## config.mk

```make
export PLATFORM = sky130hd
export DESIGN_NAME = layer_stream_ctrl
export DESIGN_NICKNAME = d
export VERILOG_FILES = /design/src/rtl/layer_stream_ctrl.sv
export SDC_FILE = /design/constraint.sdc
export NUM_CORES = 1
export LEC_CHECK = 0
export ABC_AREA = 1
export CAP_MARGIN = 30
export CORE_AREA = 3 3 297 299
export DETAILED_ROUTE_END_ITERATION = 7
export DIE_AREA = 0 0 300 302
export PLACE_DENSITY = 0.48
export SLEW_MARGIN = 20
export SYNTH_ARGS = -nofsm -noshare
export SYNTH_HDL_FRONTEND = slang
export SYNTH_SLANG_ARGS = --single-unit
```

## constraint.sdc

```tcl
create_clock -name clk -period 55.2 [get_ports clk]
set_input_delay 8.28 -clock clk [delete_from_list [all_inputs] [get_ports clk]]
set_output_delay 8.28 -clock clk [all_outputs]
set_load 0.02 [all_outputs]
```

## src/rtl/layer_stream_ctrl.sv

```systemverilog
// layer_stream_ctrl: captures a fully parallel neuron layer's outputs once
// every neuron reports valid, then replays them one word per transfer on a
// serial x_valid/x_in stream for the next layer. Flags partial-valid and
// overrun events (sticky) and counts completed frames.
module layer_stream_ctrl #(
    parameter int NN        = 30,
    parameter int dataWidth = 16
) (
    input  logic                    clk,
    input  logic                    rst,
    input  logic [NN-1:0]           o_valid,
    input  logic [NN*dataWidth-1:0] x_out,
    input  logic                    ready,
    output logic                    x_valid,
    output logic [dataWidth-1:0]    x_in,
    output logic                    last,
    output logic                    busy,
    output logic                    err_partial,
    output logic                    err_overrun,
    output logic [15:0]             frame_cnt
);
    localparam int IDX_W = (NN > 1) ? $clog2(NN) : 1;
    localparam logic [IDX_W-1:0] IDX_LAST = IDX_W'(NN - 1);

    typedef enum logic {
        S_IDLE   = 1'b0,
        S_STREAM = 1'b1
    } state_t;

    state_t                 r_state;
    state_t                 w_next;
    logic [IDX_W-1:0]       r_idx;
    logic [dataWidth-1:0]   r_buf [NN];
    logic                   r_x_valid;
    logic [dataWidth-1:0]   r_x_in;
    logic                   r_last;
    logic                   r_err_partial;
    logic                   r_err_overrun;
    logic [15:0]            r_frame_cnt;

    logic w_full;
    logic w_partial;
    logic w_issue;
    logic w_final;
    logic w_capture;
    logic w_overrun;

    assign w_full    = &o_valid;
    assign w_partial = (|o_valid) && !w_full;
    assign w_issue   = (r_state == S_STREAM) && ready;
    assign w_final   = w_issue && (r_idx == IDX_LAST);
    // A new frame is accepted in IDLE, or on the edge that drains the last
    // word so back-to-back frames stream with no idle cycle between them.
    assign w_capture = w_full && ((r_state == S_IDLE) || w_final);
    assign w_overrun = w_full && (r_state == S_STREAM) && !w_final;

    // State register
    always_ff @(posedge clk) begin
        if (rst) r_state <= S_IDLE;
        else     r_state <= w_next;
    end

    // Next-state logic: leave STREAM only when the final word goes out
    // without a new frame arriving on the same edge
    always_comb begin
        w_next = r_state;
        if (r_state == S_IDLE) begin
            if (w_full) w_next = S_STREAM;
        end else begin
            if (w_final && !w_full) w_next = S_IDLE;
        end
    end

    // Output decode from state
    always_comb begin
        busy = (r_state == S_STREAM);
    end

    // Capture buffer: loaded only when a frame is accepted; overrun data is dropped
    always_ff @(posedge clk) begin
        if (rst) begin
            for (int i = 0; i < NN; i++) r_buf[i] <= '0;
        end else if (w_capture) begin
            for (int i = 0; i < NN; i++) r_buf[i] <= x_out[i*dataWidth +: dataWidth];
        end
    end

    // Index counter: restarts on capture, advances on each non-final issue
    always_ff @(posedge clk) begin
        if (rst) begin
            r_idx <= '0;
        end else if (w_capture) begin
            r_idx <= '0;
        end else if (w_issue && !w_final) begin
            r_idx <= r_idx + IDX_W'(1);
        end
    end

    // Serial output stage: x_in holds its value between issued words
    always_ff @(posedge clk) begin
        if (rst) begin
            r_x_valid   <= 1'b0;
            r_x_in      <= '0;
            r_last      <= 1'b0;
            r_frame_cnt <= '0;
        end else begin
            r_x_valid <= w_issue;
            r_last    <= w_final;
            if (w_issue) r_x_in <= r_buf[r_idx];
            if (w_final) r_frame_cnt <= r_frame_cnt + 16'd1;
        end
    end

    // Sticky error flags, cleared only by reset
    always_ff @(posedge clk) begin
        if (rst) begin
            r_err_partial <= 1'b0;
            r_err_overrun <= 1'b0;
        end else begin
            if (w_partial) r_err_partial <= 1'b1;
            if (w_overrun) r_err_overrun <= 1'b1;
        end
    end

    assign x_valid     = r_x_valid;
    assign x_in        = r_x_in;
    assign last        = r_last;
    assign err_partial = r_err_partial;
    assign err_overrun = r_err_overrun;
    assign frame_cnt   = r_frame_cnt;

endmodule

```

==> results.py <==
metrics = {
    "cts": {
        "cts_max_level": 2,
        "clk_pin_slew_ns": 0.06,
        "cts_tree": "built",
        "cts_resized": 0,
        "cts_setup_buffers": 0,
        "clkSinkCount": 522,
        "cts_buffers": 60,
        "cts-root-buf": "clkbuf_16",
        "clk-insertion-delay-late_ns": 0.61,
        "cts_buffer_depth": 3,
        "holdBufCountCts": 0,
    },
    "die": {
        "die_w_um": 300,
        "initial_utilization_pct": 30.0,
        "design.core.area_sq_mm": 0.0854,
        "io_pins": 550,
        "rows": 107,
        "fp.dieH_um": 302,
        "dieArea_sq_mm": 0.0906,
    },
    "synthesis": {
        "synth_nets": 3511,
        "syn-cell-area_sq_mm": 0.0256,
        "synth_top_area_share_pct": 56.3,
        "ys_top_cells_by_area": "edfxtp_1 56%, nor2_1 10%, nand2_1 9.1%",
        "yosysUniqueCellTypes": 32,
        "ys_warn_count": 0,
        "yosysMostFrequentCell": "nor2_1",
        "ys.flop_type": "edfxtp_1",
        "yosys.area.top_type": "edfxtp_1",
        "synth_seq_cells": 522,
        "syn_inst": 2995,
        "synthArstFlopShare_pct": 0,
        "synth_enable_flop_cells": 480,
        "synth_commonest_cells": "688 x nor2_1, 618 x nand2_1, 613 x inv_1",
        "seq_area_frac_synth_pct": 59.6,
        "syn_area_per_cell_sq_um": 8.55,
    },
    "critical_path": {
        "path_cells": "clkdlybuf4s50_1 -> nand2_1 -> nor2_1 -> nand3_1 -> nor3_1 -> nand3_1 -> o21ai_4 -> buf_4 -> buf_4 -> buf_16 -> buf_4 -> buf_4",
        "cp-end-kind": "flip-flop",
        "cp_top_family": "buffers and inverters",
        "reg2reg_slack_ns": 49.31,
        "ff2ff_path_depth": 13,
        "critPathMaxFanout": 72,
        "worst-path-buf-inv": 6,
        "cp.required_ns": 55.44,
        "crit_top_cell": "buf_4",
        "path_class": "in -> reg",
        "rr_endpoint": "r_buf[0][13]",
        "r2r-start": "r_idx[1]",
        "cp-start-kind": "input pin",
        "arrival_ns": 13.25,
        "max_stage_delay_ns": 0.81,
        "critPathSlowestCell": "buf_4",
    },
    "global_route": {
        "antenna_found_initial": 6,
        "grt_max_degree": 166,
        "grt_usage_pct": 18.9,
        "grt_pass1_wl_um": 128000,
        "grt_pass1_vias": 20200,
        "gr-total-overflow": 0,
    },
    "placed_design": {
        "port_buffers": 549,
        "gp_congestion": 0.811,
        "pre_cts_ws_ns": 40.92,
        "hpwlAfterDp_um": 61800,
    },
    "timing": {
        "fmax_mhz": 76.9,
        "clock_skew_ns": 0.00750,
        "fin_crit_sh_pct": 23.6,
        "finalSetupViolations": 0,
        "slew_viol_final": 0,
        "max_slew_margin_pct": 33.7,
        "period_minus_slack_ns": 13.01,
        "hold_violations": 0,
        "tightest_slew_ns": 0.995,
        "fin_tns_setup_ns": 0,
        "grt_setup_unrepaired": "false",
        "worst_slack_ns": 42.19,
    },
    "drt": {
        "vias_per_cell": 4.36,
        "drc": 0,
        "firstDrtPassIters": 8,
        "wl_um": 88100,
        "drt_iter0_drc": 1271,
        "wl_per_cell_um": 18.8,
        "drtAntennaViolNets": 0,
        "num_vias": 20400,
    },
    "pwr": {
        "irDropWorstVdd_uv": 16.5,
        "total_power_w": 0.000917,
        "p_per_area_mw_per_mm2": 27.1,
        "cellLeakagePower_nw": 14.9,
    },
    "min_path": {
        "min_path_cells": 2,
        "hold_end": "err_partial",
        "hp-start": "err_partial",
        "hold_class": "reg -> reg",
    },
    "cells_and_area": {
        "drive_gt1_share_pct": 4.20,
        "area_delta_synth_final_pct": 32.4,
        "nets": 4001,
        "fin_util_pct": 39.7,
    },
    "run_status": {
        "status": "finished clean",
    },
    "run": {
        "drv_cap": 0,
    },
}
worst max path at each step:
stage | cells after the start | to | from | slack, ns
floorplan | 6 | r_buf[0][0] | o_valid[2] | 23.84
global placement | 11 | r_buf[3][1] | o_valid[3] | 40.91
detailed placement | 11 | r_buf[2][10] | o_valid[3] | 40.92
CTS | 11 | r_buf[1][9] | o_valid[3] | 41.57
global route | 12 | r_buf[0][3] | o_valid[3] | 41.87
finish | 12 | r_buf[0][13] | o_valid[3] | 42.19
sequential cells by signal, indices dropped and copies added, names as in the netlist:
register     flops
x_valid          1
err_partial      1
busy             1
r_buf          480
r_idx            5
frame_cnt       16
err_overrun      1
x_in            16
last             1
metal layers:
layer	vias to the layer above	share of wire (%)	track usage (%)
li1	10200	-	-
met4	0	2.7	5.63
met5	-	0	0
met1	9493	42	24.0
met3	122	6.5	4.16
met2	586	49	32.2
placed cells by master, fill, tap and decap left out, types with 2 or more instances in the layout:
master	count
nand2_2	2
nor2_1	688
nor2_4	24
inv_1	612
nand3_1	125
clkbuf_1	18
and3_1	5
buf_16	3
ha_1	3
nor3_1	9
o21ai_1	3
nor4_1	3
inv_2	3
clkinv_1	12
nand2_1	618
o211ai_1	20
nor2_2	2
clkbuf_16	61
o21ai_0	123
buf_4	23
clkinv_2	9
nand4_1	16
edfxtp_1	480
clkdlybuf4s50_1	548
dfxtp_4	2
diode_2	4
bufinv_16	4
buf_12	4
xor2_1	5
or2_2	4
a21oi_1	47
dfxtp_1	40
area by class of cell:
| cell class | instances | area (sq um) |
|---|---|---|
| repair buffers | 579 | 5830 |
| diodes | 4 | 10.0 |
| multi-input cells | 1704 | 7220 |
| clock buffers | 79 | 1590 |
| clock inverters | 24 | 206 |
| inverters | 618 | 2330 |
| fillers | 8779 | 51500 |
| flip-flops and latches | 522 | 15300 |
| well taps | 1144 | 1430 |
worst register-to-register path, cell delays in order, from the launching register on:
cell,delay (ns)
dfxtp_4,0.43
inv_4,0.58
ha_1,0.32
nand2_1,0.09
nor2_4,0.15
nand2_4,0.11
nand2_2,0.11
inv_2,0.06
o21ai_4,0.45
buf_4,0.82
buf_4,0.49
buf_16,0.31
buf_4,0.86
buf_4,0.69
report_power, final:
group | internal (W) | leakage [nW] | switching, W
clock | 0.000219 | 0.882 | 0.000160
combinational | 0.0000424 | 9.06 | 0.0000369
sequential | 0.000454 | 4.92 | 0.00000540
total | 0.000715 | 14.9 | 0.000202
through the flow:
step           cells  instance area, sq um  hold slack [ns]
6_report        4674                 33900            0.451
3_5_place_dp    4562                 32000            0.443
3_3_place_gp    4561                 31900            0.443
4_1_cts         4665                 33800            0.452
2_1_floorplan   2995                 25600            0.526
5_1_grt         4673                 33900            0.479
cell families after synthesis:
| family | count (synthesis) | synth area share [%] |
|---|---|---|
| compound gates | 196 | 4.05 |
| xor+xnor | 5 | 0.171 |
| fa+ha+maj | 3 | 0.147 |
| buf+inv | 769 | 12.4 |
| flops | 522 | 59.6 |
| simple gates | 1500 | 23.7 |
Note: power is estimated with default switching activity, not from simulation.
